## src/rtl/uart_rx.sv

```systemverilog
// 8N1 serial receiver: synchronises rx, samples each bit at its midpoint and
// holds one byte for the CPU with full/read handshake and sticky error flags.
module uart_rx #(
    parameter int CLKS_PER_BIT = 16
) (
    input  logic       dblclk,
    input  logic       reset,
    input  logic       rx,
    input  logic       rd,
    output logic [7:0] rxdata,
    output logic       rxfull,
    output logic       overrun,
    output logic       frame_err,
    output logic       busy
);
    localparam int CW = $clog2(CLKS_PER_BIT);
    localparam logic [CW-1:0] HALF_LAST = CW'(CLKS_PER_BIT / 2 - 1);
    localparam logic [CW-1:0] BIT_LAST  = CW'(CLKS_PER_BIT - 1);

    typedef enum logic [2:0] {
        S_IDLE,
        S_START,
        S_DATA,
        S_STOP,
        S_BREAK
    } state_t;

    state_t        state_q, state_d;
    logic [CW-1:0] clkcnt_q, clkcnt_d;
    logic [2:0]    bitcnt_q, bitcnt_d;
    logic [7:0]    shift_q, shift_d;
    logic [7:0]    rxdata_q, rxdata_d;
    logic          rxfull_q, rxfull_d;
    logic          overrun_q, overrun_d;
    logic          frame_err_q, frame_err_d;
    logic          rx_meta_q, rx_meta_d;
    logic          rx_s_q, rx_s_d;

    always_comb begin
        rx_meta_d   = rx;
        rx_s_d      = rx_meta_q;
        state_d     = state_q;
        clkcnt_d    = clkcnt_q;
        bitcnt_d    = bitcnt_q;
        shift_d     = shift_q;
        rxdata_d    = rxdata_q;
        rxfull_d    = rxfull_q;
        overrun_d   = overrun_q;
        frame_err_d = frame_err_q;

        if (rd) begin
            rxfull_d    = 1'b0;
            overrun_d   = 1'b0;
            frame_err_d = 1'b0;
        end

        case (state_q)
            S_IDLE: begin
                if (!rx_s_q) begin
                    state_d  = S_START;
                    clkcnt_d = '0;
                end
            end
            S_START: begin
                if (clkcnt_q == HALF_LAST) begin
                    clkcnt_d = '0;
                    if (rx_s_q) begin
                        state_d = S_IDLE;
                    end else begin
                        state_d  = S_DATA;
                        bitcnt_d = 3'd0;
                    end
                end else begin
                    clkcnt_d = clkcnt_q + CW'(1);
                end
            end
            S_DATA: begin
                if (clkcnt_q == BIT_LAST) begin
                    clkcnt_d = '0;
                    shift_d  = {rx_s_q, shift_q[7:1]};
                    bitcnt_d = bitcnt_q + 3'd1;
                    if (bitcnt_q == 3'd7) state_d = S_STOP;
                end else begin
                    clkcnt_d = clkcnt_q + CW'(1);
                end
            end
            S_STOP: begin
                if (clkcnt_q == BIT_LAST) begin
                    clkcnt_d = '0;
                    if (rx_s_q) begin
                        state_d = S_IDLE;
                        // A read in this same cycle frees the holding register.
                        if (!rxfull_q || rd) begin
                            rxdata_d = shift_q;
                            rxfull_d = 1'b1;
                        end else begin
                            overrun_d = 1'b1;
                        end
                    end else begin
                        state_d = S_BREAK;
                        if (!rd) frame_err_d = 1'b1;
                    end
                end else begin
                    clkcnt_d = clkcnt_q + CW'(1);
                end
            end
            S_BREAK: begin
                if (rx_s_q) state_d = S_IDLE;
            end
            default: state_d = S_IDLE;
        endcase
    end

    always_ff @(posedge dblclk) begin
        if (reset) begin
            state_q     <= S_IDLE;
            clkcnt_q    <= '0;
            bitcnt_q    <= 3'd0;
            shift_q     <= 8'h00;
            rxdata_q    <= 8'h00;
            rxfull_q    <= 1'b0;
            overrun_q   <= 1'b0;
            frame_err_q <= 1'b0;
            rx_meta_q   <= 1'b1;
            rx_s_q      <= 1'b1;
        end else begin
            state_q     <= state_d;
            clkcnt_q    <= clkcnt_d;
            bitcnt_q    <= bitcnt_d;
            shift_q     <= shift_d;
            rxdata_q    <= rxdata_d;
            rxfull_q    <= rxfull_d;
            overrun_q   <= overrun_d;
            frame_err_q <= frame_err_d;
            rx_meta_q   <= rx_meta_d;
            rx_s_q      <= rx_s_d;
        end
    end

    assign rxdata    = rxdata_q;
    assign rxfull    = rxfull_q;
    assign overrun   = overrun_q;
    assign frame_err = frame_err_q;
    assign busy      = (state_q != S_IDLE);
endmodule

```

## config.mk

```make
export PLATFORM = sky130hd
export DESIGN_NAME = uart_rx
export DESIGN_NICKNAME = d
export VERILOG_FILES = /design/src/rtl/uart_rx.sv
export SDC_FILE = /design/constraint.sdc
export NUM_CORES = 1
export LEC_CHECK = 0
export CAP_MARGIN = 30
export CORE_MARGIN = 2
export CORE_UTILIZATION = 50
export DETAILED_ROUTE_END_ITERATION = 6
export PLACE_DENSITY_LB_ADDON = 0.12
export SYNTH_ARGS = -nofsm -noshare
export SYNTH_HDL_FRONTEND = slang
export SYNTH_SLANG_ARGS = --single-unit
```

## constraint.sdc

```tcl
create_clock -name dblclk -period 3.8 [get_ports dblclk]
set_input_delay 1.14 -clock dblclk [delete_from_list [all_inputs] [get_ports dblclk]]
set_output_delay 1.14 -clock dblclk [all_outputs]
set_load 0.005 [all_outputs]
```

# ---- Yosys cells after proc, flatten, opt, wreduce, memory -nomap -nowiden
# Cells that the tools add are included.
dict set report word_totals {
  out_inout_bits 12
  ff_bits 31
  input_bits 4
}
dict set report classes {
  n_addsub 2
  n_eq_ne 14
  reduce_logical 12
  mux 32
}
# op count
set op_table {}
lappend op_table {{two-way mux 3 bit} 10}
lappend op_table {{two-way mux 1 bit} 15}
lappend op_table {{case mux 3 bit (5 select lines)} 1}
lappend op_table {{!= test 2 bit (second input constant)} 7}
lappend op_table {{two-way mux 4 bit} 3}
lappend op_table {{case mux 4 bit (3 select lines)} 1}
lappend op_table {{AND reduction 4 bit} 2}
lappend op_table {{== test 3 x 2 -> 1 bit (second input constant)} 2}
lappend op_table {{== test 3 bit (second input constant)} 2}
lappend op_table {{case mux 3 bit (2 select lines)} 1}
lappend op_table {{AND reduction 6 bit} 1}
lappend op_table {{nonzero test 3 bit} 2}
lappend op_table {{adder 4 x 1 -> 4 bit (second input constant)} 1}
lappend op_table {{== test 4 x 3 -> 1 bit (second input constant)} 1}
lappend op_table {{== test 4 bit (second input constant)} 1}
lappend op_table {{AND reduction 2 bit} 2}
lappend op_table {{adder 3 x 1 -> 3 bit (second input constant)} 1}
lappend op_table {{== test 3 x 1 -> 1 bit (second input constant)} 1}
lappend op_table {{zero test 3 bit} 1}
lappend op_table {{two-way mux 2 bit} 1}
lappend op_table {{nonzero test 2 bit} 1}
lappend op_table {{OR reduction 2 bit} 1}
lappend op_table {{zero test 1 bit} 1}
lappend op_table {{logical OR 1 bit} 1}

# ---- Logic depth before layout (Yosys ltp)
# Gate-level depths: netlist (run 1).
dict set report logic_depth {
  depth_word 6
  ltp_mapped 6
  mapped_depth_nobuf 5
}

# ---- Least setup slack after synthesis (run 1)
# OpenSTA, ideal clock, no wires.
dict set report synth_timing {
  kind {register to output}
  startpoint {register state_q[2]}
  endpoint {output port busy}
  path_slack_ns 1.813
  path_stages_with_launch 3
  arrival_time_ns 0.847
  path_cell_list {dfxtp_1 > clkbuf_1 > or3_1}
}
dict set report synth_via {
  elab_chain_cells 1
}
# item line
set synth_rtl {}
lappend synth_rtl {{start: declaration} 28} ;# state_t state_q, state_d;
lappend synth_rtl {{start signal: assignment} 127} ;# state_q <= state_d;
lappend synth_rtl {{nonzero test 3 bit} 144} ;# assign busy = (state_q != S_IDLE);
lappend synth_rtl {{end: declaration} 14} ;# output logic busy
# No other way between the ends.

# ---- Worst setup path after layout (run 1)
# Ends and elaborated chain as after synthesis.

==> flow_summary.rst, run 1 <==
.. list-table::
   :header-rows: 1

   * - Metric
     - Value
   * - Worst slew slack as a fraction of its limit
     - 0.687
   * - Clock input transition at the sequential cells of the worst setup and hold paths
     - 100 ps
   * - Max rail drop VDD
     - 358 uV
   * - Root buf cell
     - sky130_fd_sc_hd__clkbuf_4
   * - RePlAce Congestion
     - 0.720
   * - Most area-hungry cell type in the Yosys netlist
     - sky130_fd_sc_hd__dfxtp_1
   * - Clock period minus final worst setup slack
     - roughly 2800 ps
   * - Clock tree from TritonCTS
     - yes
   * - Total gr overflow
     - 0
   * - Maximum count of clock buffers along a single path
     - 2
   * - Utilization after layout
     - 0.624
   * - Data required time at the worst endpoint
     - 2660 ps
   * - 1st-pass router iterations
     - 4
   * - Met1 layer wirelength in the final routing
     - 1040 um
   * - Proportion of layout cells with a drive suffix above 1
     - 0.0952
   * - Number of register bits inferred by synthesis
     - 31
   * - Quantity of hold-fixing buffers added after cts
     - 0
   * - Worst Setup Path Type
     - reg -> out
   * - Result of the run
     - finished clean
   * - Uppermost routed layer
     - met4
   * - Setup-violating endpoint count in the final report
     - 0
   * - Xor and xnor area share after synthesis
     - 0.00690
   * - I/O Buffers
     - 15
   * - Worst-Margin Slew
     - 466 ps
   * - Global-route wire length before repair
     - 3660 um
   * - Worst hold margin
     - ~420 ps
   * - Area fraction in compound gates after synthesis
     - 0.0857
   * - Number of cells traversed by the worst register-to-register path
     - 5
   * - Mean routed wirelength per cell
     - between 10 and 15 um
   * - Antenna violations before repair
     - 0
   * - Share of synthesized cell area in full adder, half adder and majority cells
     - 0.0296
   * - Final clock period utilization by the worst path
     - 0.726
   * - Instance count of the mapped netlist
     - 131
   * - Overall power consumption
     - 607 uW
   * - TNS Setup
     - 0 ps
   * - IO Pins
     - 16
   * - Half-perimeter wire length of the detailed placement result
     - 1550 um
   * - Pins over their slew limit
     - 0
   * - Sequential cell area fraction in the yosys report
     - 0.489
   * - Max-cap viol count
     - 0
   * - Final routed wirelength across all metal layers
     - between 2000 and 2500 um
   * - Drc violations
     - 0
   * - Via count normalized by instance count
     - between 5 and 6
   * - Critical-path cell list
     - or3_1 -> clkdlybuf4s50_1
   * - Total clock buffers created by CTS
     - 5
   * - Worst-case clock skew
     - 6.87 ps
   * - Lkg Pwr
     - 0.593 nW
   * - Total standard cell area after synthesis
     - 1270 um2
   * - Final hold violation count
     - 0
   * - Simple-gate area share of the yosys netlist
     - 0.207
   * - Worst stage delay on the critical path
     - ~460 ps
   * - Routed vias
     - 980
   * - Floorplan Core Area
     - 2430 um2
   * - Met3 routed WL
     - 105 um
   * - Critical path launch point type
     - flop
   * - Element type at the critical path end
     - output port
   * - Die Ht
     - roughly 54 um
   * - Maximum fanout along the worst path
     - 12
   * - Slowest stage cell on the critical path
     - sky130_fd_sc_hd__clkdlybuf4s50_1
   * - Top library cells by usage in the layout, fill and taps aside
     - 31 x sky130_fd_sc_hd__dfxtp_1, 27 x sky130_fd_sc_hd__nor2_1, 19 x sky130_fd_sc_hd__mux2i_1, 15 x sky130_fd_sc_hd__clkdlybuf4s50_1
   * - Dominant cells by area after synthesis
     - sky130_fd_sc_hd__dfxtp_1 49%, sky130_fd_sc_hd__mux2i_1 15%, sky130_fd_sc_hd__nor2_1 8.0%
   * - RSZ-0062 raised after global routing
     - no
   * - Initial cell density of the core
     - 0.522
   * - Post-route setup slack
     - 1040 ps
   * - Main combinational cell family by area after synthesis
     - simple AND/OR/NAND/NOR gates
   * - Worst setup slack before clock tree synthesis
     - 1210 ps
   * - Die width
     - 54.4 um
   * - Total routing usage reported by global routing
     - 0.182
   * - Post-synthesis average cell area
     - between 9 and 10 um2
   * - Arrival @ worst endpoint
     - 1620 ps
   * - Largest net degree at the start of global routing
     - 22
   * - Yosys warning total
     - 0
   * - CTS resizes
     - 0
   * - Number of H-tree levels
     - 2
   * - Worst hold path class
     - reg -> reg
   * - Postcts setup bufs
     - 0
   * - Post-synthesis net count
     - 138
   * - DIE AREA
     - 2960 um2
   * - Detailed router's first-iteration violation count
     - 17
   * - Residual antenna-violating net count after detailed routing
     - 0
   * - Net count reported at finish
     - 153
   * - Vias in the first global route
     - approximately 830
   * - Number of distinct standard cells referenced by the synthesized netlist
     - 35
   * - Area share of the leading cell type in the synthesized netlist
     - 0.489
   * - Layout area overhead
     - 19.5%
   * - Power per standard cell area
     - 400 nW/um2
   * - Hold path cells
     - 1
   * - Met2 wire length
     - approximately 1100 um
   * - Clock net sink count
     - 31
   * - Achievable clock frequency
     - 363 MHz
   * - Diodes inserted
     - 0
   * - Clock network latency to the later pin of the worst-skew pair
     - 320 ps
   * - Std cell rows
     - 18
   * - Mux contribution to synthesized area
     - 0.150
   * - Most common cell after layout, fill and taps aside
     - sky130_fd_sc_hd__dfxtp_1
## sequential cells by signal, indices dropped and copies added, names as in the netlist
name,count
overrun,1
state_q,3
bitcnt_q,3
frame_err,1
rx_s_q,1
rxfull,1
shift_q,8
clkcnt_q,4
rxdata,8
rx_meta_q,1
## stage by stage
stage / instances / area, um2
final: 177 / 1520
after global routing: 177 / 1520
after CTS: 177 / 1520
after detailed placement: 169 / 1430
after global placement: 169 / 1430
after floorplan: 131 / 1270
## synthesized netlist by cell type
cell and count:
sky130_fd_sc_hd__dfxtp_1 31, sky130_fd_sc_hd__nor2_1 27, sky130_fd_sc_hd__mux2i_1 19, sky130_fd_sc_hd__a21oi_1 5
sky130_fd_sc_hd__clkbuf_1 5, sky130_fd_sc_hd__a22oi_1 4, sky130_fd_sc_hd__nand2_1 4, sky130_fd_sc_hd__nor3_1 4
sky130_fd_sc_hd__ha_1 3, sky130_fd_sc_hd__buf_2 2, sky130_fd_sc_hd__nand3_1 2, sky130_fd_sc_hd__or2_2 2
sky130_fd_sc_hd__a211o_1 1, sky130_fd_sc_hd__a21o_1 1, sky130_fd_sc_hd__a2bb2oi_1 1, sky130_fd_sc_hd__a311oi_1 1
sky130_fd_sc_hd__a31oi_1 1, sky130_fd_sc_hd__a41oi_1 1, sky130_fd_sc_hd__and2_0 1, sky130_fd_sc_hd__and2_1 1
sky130_fd_sc_hd__and3_1 1, sky130_fd_sc_hd__and4b_1 1, sky130_fd_sc_hd__buf_4 1, sky130_fd_sc_hd__clkbuf_2 1
sky130_fd_sc_hd__nand2b_1 1, sky130_fd_sc_hd__nand3b_1 1, sky130_fd_sc_hd__nand4_2 1, sky130_fd_sc_hd__nor2b_1 1
sky130_fd_sc_hd__nor4_1 1, sky130_fd_sc_hd__nor4_2 1, sky130_fd_sc_hd__o21ai_0 1, sky130_fd_sc_hd__or3_1 1
sky130_fd_sc_hd__or4_1 1, sky130_fd_sc_hd__or4b_1 1, sky130_fd_sc_hd__xnor2_1 1
## area by class of cell
| type | instances | area, um2 |
|---|---|---|
| Multi-Input combinational cell | 91 | 608 |
| Timing Repair Buffer | 17 | 165 |
| Fill cell | 222 | 915 |
| Clock buffer | 6 | 51.3 |
| Sequential cell | 31 | 621 |
| Clock inverter | 2 | 35.0 |
| Tap cell | 30 | 37.5 |
## cell families (layout without fill, tap and decap cells)
family | after synthesis | count (layout)
buffers and inverters | 9 | 25
xor gates and xnor gates | 1 | 1
AOI/OAI and AO/OA | 16 | 16
and+or+nand+nor | 52 | 52
muxes | 19 | 19
DFF | 31 | 31
adders and majority gates | 3 | 3
## critical path, delay by kind of cell, from the launching register on
| family | cells | cell delay (ps) |
|---|---|---|
| and+or+nand+nor | 1 | 400 |
| buffers and inverters | 1 | 460 |
| DFF | 1 | 430 |
## final timing paths
kind,to,slack [ps],from
max,busy,1040,state_q[2]$_SDFFE_PP0P_
min,rx_s_q$_SDFF_PP1_,420,rx_meta_q$_SDFF_PP1_
max reg2reg,rxdata[2]$_SDFFE_PP0P_,2020,clkcnt_q[0]$_SDFFE_PP0P_
min reg2reg,rx_s_q$_SDFF_PP1_,420,rx_meta_q$_SDFF_PP1_
## routing by layer
| layer | vias up | global-route usage |
|---|---|---|
| met5 | - | 0 |
| met1 | 472 | 0.216 |
| met2 | 14 | 0.279 |
| li1 | 488 | - |
| met4 | 0 | 0.0875 |
| met3 | 6 | 0.0820 |
## power breakdown
part	switching [mW]	internal (mW)	leakage (nW)	total (mW)
registers	0.00230	0.326	0.250	0.329
clock network	0.108	0.155	0.0482	0.264
logic	0.00791	0.00701	0.294	0.0149
total	0.119	0.489	0.593	0.607
Note: power is estimated with default switching activity, not from simulation.
==> run 2, diff against run 1 <==
- clock period: 3.8 -> 2.6 ns (I/O delays scaled with it)
==> flow_summary.rst, run 2 (synthesis results as in run 1) <==
.. list-table::
   :header-rows: 1

   * - Metric
     - Value
   * - Residual antenna-violating net count after detailed routing
     - 0 (unchanged)
   * - TNS Setup
     - 0 ps (unchanged)
   * - Final routed wirelength across all metal layers
     - 2320 um (+2.4%)
   * - Floorplan Core Area
     - 2430 um2 (unchanged)
   * - Max-cap viol count
     - 0 (unchanged)
   * - Final clock period utilization by the worst path
     - 0.915
   * - Power per standard cell area
     - 544 nW/um2 (+36%)
   * - Number of cells traversed by the worst register-to-register path
     - 5 (unchanged)
   * - Quantity of hold-fixing buffers added after cts
     - 0 (unchanged)
   * - Global-route wire length before repair
     - 3840 um (+4.9%)
   * - Antenna violations before repair
     - 0 (unchanged)
   * - Worst hold endpoint
     - rx_s_q$_SDFF_PP1_
   * - Worst Setup Path Type
     - reg -> out
   * - Worst-Margin Slew
     - 580 ps (+115 ps)
   * - Clock power frac
     - 0.385 (-0.049)
   * - Root buf cell
     - sky130_fd_sc_hd__clkbuf_4
   * - Routed vias
     - 951 (-3.0%)
   * - Worst stage delay on the critical path
     - 450 ps (about the same)
   * - Total routing usage reported by global routing
     - 0.189 (+0.00632)
   * - Portion of total power attributed to sequential cells
     - 0.588 (+0.047)
   * - IO Pins
     - 16 (unchanged)
   * - Detailed router's first-iteration violation count
     - 15 (-2)
   * - Postcts setup bufs
     - 0 (unchanged)
   * - Clock tree from TritonCTS
     - yes
   * - Proportion of power drawn by combinational gates
     - 0.027 (+0.002)
   * - Die width
     - 54.4 um (unchanged)
   * - Mean routed wirelength per cell
     - 13.1 um (+2.4%)
   * - Net count reported at finish
     - 153 (unchanged)
   * - Worst slew slack as a fraction of its limit
     - 0.612 (-0.0755)
   * - Result of the run
     - finished clean
   * - Element type at the critical path end
     - output port
   * - Fraction of power spent switching nets
     - 0.209 (+0.0136)
   * - Largest delay share family, worst path
     - buffers and inverters
   * - Drc violations
     - 0 (unchanged)
   * - Clock network latency to the later pin of the worst-skew pair
     - 330 ps (about the same)
   * - Clock net sink count
     - 31 (unchanged)
   * - Proportion of layout cells with a drive suffix above 1
     - 0.0884 (-0.00680)
   * - Total gr overflow
     - 0 (unchanged)
   * - Worst hold margin
     - 419 ps (+3.12 ps)
   * - Register-to-register setup slack
     - 820 ps (-1200 ps)
   * - Clock period minus final worst setup slack
     - 2380 ps
   * - Achievable clock frequency
     - between 400 and 500 MHz
   * - Half-perimeter wire length of the detailed placement result
     - 1560 um (+0.43%)
   * - RSZ-0062 raised after global routing
     - no
   * - RePlAce Congestion
     - 0.738 (+2.6%)
   * - Source of the worst register-to-register timing path
     - clkcnt_q[1]$_SDFFE_PP0P_
   * - Lkg Pwr
     - 0.583 nW (-1.6%)
   * - Pins over their slew limit
     - 0 (unchanged)
   * - Max rail drop VDD
     - 435 uV (+22%)
   * - I/O Buffers
     - 15 (unchanged)
   * - Layout area overhead
     - 18.1%
   * - Critical-path cell list
     - or3_1 -> clkdlybuf4s50_1
   * - Arrival @ worst endpoint
     - 1600 ps (-20 ps)
   * - Hold path cells
     - 1 (unchanged)
   * - Die Ht
     - 54.4 um (unchanged)
   * - Worst-case clock skew
     - 10.3 ps (+3.44 ps)
   * - Initial cell density of the core
     - 0.522 (unchanged)
   * - Via count normalized by instance count
     - 5.37 (-3.0%)
   * - Slowest stage cell on the critical path
     - sky130_fd_sc_hd__clkdlybuf4s50_1
   * - Vias in the first global route
     - 873 (+5.3%)
   * - 1st-pass router iterations
     - 4 (unchanged)
   * - Critical path launch point type
     - flop
   * - Diodes inserted
     - 0 (unchanged)
   * - Fill cell total of the finished layout
     - 218 (-1.8%)
   * - Maximum fanout along the worst path
     - 12 (unchanged)
   * - DIE AREA
     - 2960 um2 (unchanged)
   * - Critical path buffers and inverters
     - 1 (unchanged)
   * - Data required time at the worst endpoint
     - 1820 ps (-840 ps)
   * - Total clock buffers created by CTS
     - 5 (unchanged)
   * - Top library cells by usage in the layout, fill and taps aside
     - 31 x sky130_fd_sc_hd__dfxtp_1, 27 x sky130_fd_sc_hd__nor2_1, 19 x sky130_fd_sc_hd__mux2i_1, 15 x sky130_fd_sc_hd__clkdlybuf4s50_1
   * - Std cell rows
     - 18 (unchanged)
   * - Worst r2r dst
     - rxdata[4]$_SDFFE_PP0P_
   * - Clock input transition at the sequential cells of the worst setup and hold paths
     - 90 ps (about the same)
   * - Largest net degree at the start of global routing
     - 18 (-18%)
   * - Number of H-tree levels
     - 2 (unchanged)
   * - Most common cell after layout, fill and taps aside
     - sky130_fd_sc_hd__dfxtp_1
   * - Source of the worst hold timing path
     - rx_meta_q$_SDFF_PP1_
   * - Internal cell power
     - 646 uW (+32%)
   * - Switching power summed over all nets
     - 170 uW (+44%)
   * - Worst hold path class
     - reg -> reg
   * - CTS resizes
     - 0 (unchanged)
   * - Final hold violation count
     - 0 (unchanged)
   * - Setup-violating endpoint count in the final report
     - 0 (unchanged)
   * - Maximum count of clock buffers along a single path
     - 2 (unchanged)
[run 2: changes by cell type in the layout (fill, tap and decap cells not counted)]
cell | previous run | this run
sky130_fd_sc_hd__clkinv_2 | 1 | 0
sky130_fd_sc_hd__clkbuf_8 | 1 | 2
sky130_fd_sc_hd__clkbuf_1 | 0 | 1
sky130_fd_sc_hd__bufinv_16 | 1 | 0
[run 2: layout make-up]
type                            count  area (um2)  area share
Multi-Input combinational cell     91         608       0.405
Timing Repair Buffer               17         165       0.110
Sequential cell                    31         621       0.414
Clock buffer                        8        68.8      0.0459
Tap cell                           30        37.5      0.0250
[run 2: worst max-delay path by stage]
stage / slack (ps) / startpoint / depth (start not counted) / endpoint
global placement: 440 / rd / 5 / rxdata[0]$_SDFFE_PP0P_
finish: 220 / state_q[2]$_SDFFE_PP0P_ / 2 / busy
CTS: 200 / state_q[2]$_SDFFE_PP0P_ / 2 / busy
global route: 120 / state_q[2]$_SDFFE_PP0P_ / 2 / busy
detailed placement: 380 / rd / 5 / rxdata[0]$_SDFFE_PP0P_
floorplan: 970 / state_q[2]$_SDFFE_PP0P_ / 2 / busy
[run 2: power groups by stage]
stage	Combinational, mW	Sequential, mW	Clock (mW)
after CTS	0.0221	0.480	0.331
final	0.0221	0.480	0.314
after global placement	0.0216	0.491	0
after detailed placement	0.0219	0.491	0
after floorplan	0.0142	0.489	0
after global routing	0.0242	0.481	0.354
[run 2: metal layers]
metal | vias up | global-route usage | part of all wire
li1 | 491 | - | -
met5 | - | 0 | 0
met3 | 2 | 0.0820 | 0.035
met4 | 0 | 0.0750 | 0.0065
met1 | 444 | 0.230 | 0.47
met2 | 14 | 0.291 | 0.49
[run 2: through the flow]
step	cell area (um2)	utilization	power [mW]	cells	worst slack, ps
4_1_cts	1500	0.617	0.833	177	200
3_3_place_gp	1430	0.588	0.513	169	438
2_1_floorplan	1270	-	0.503	131	973
3_5_place_dp	1430	0.588	0.513	169	378
5_1_grt	1500	0.617	0.859	177	120
6_report	1500	0.617	0.817	177	222
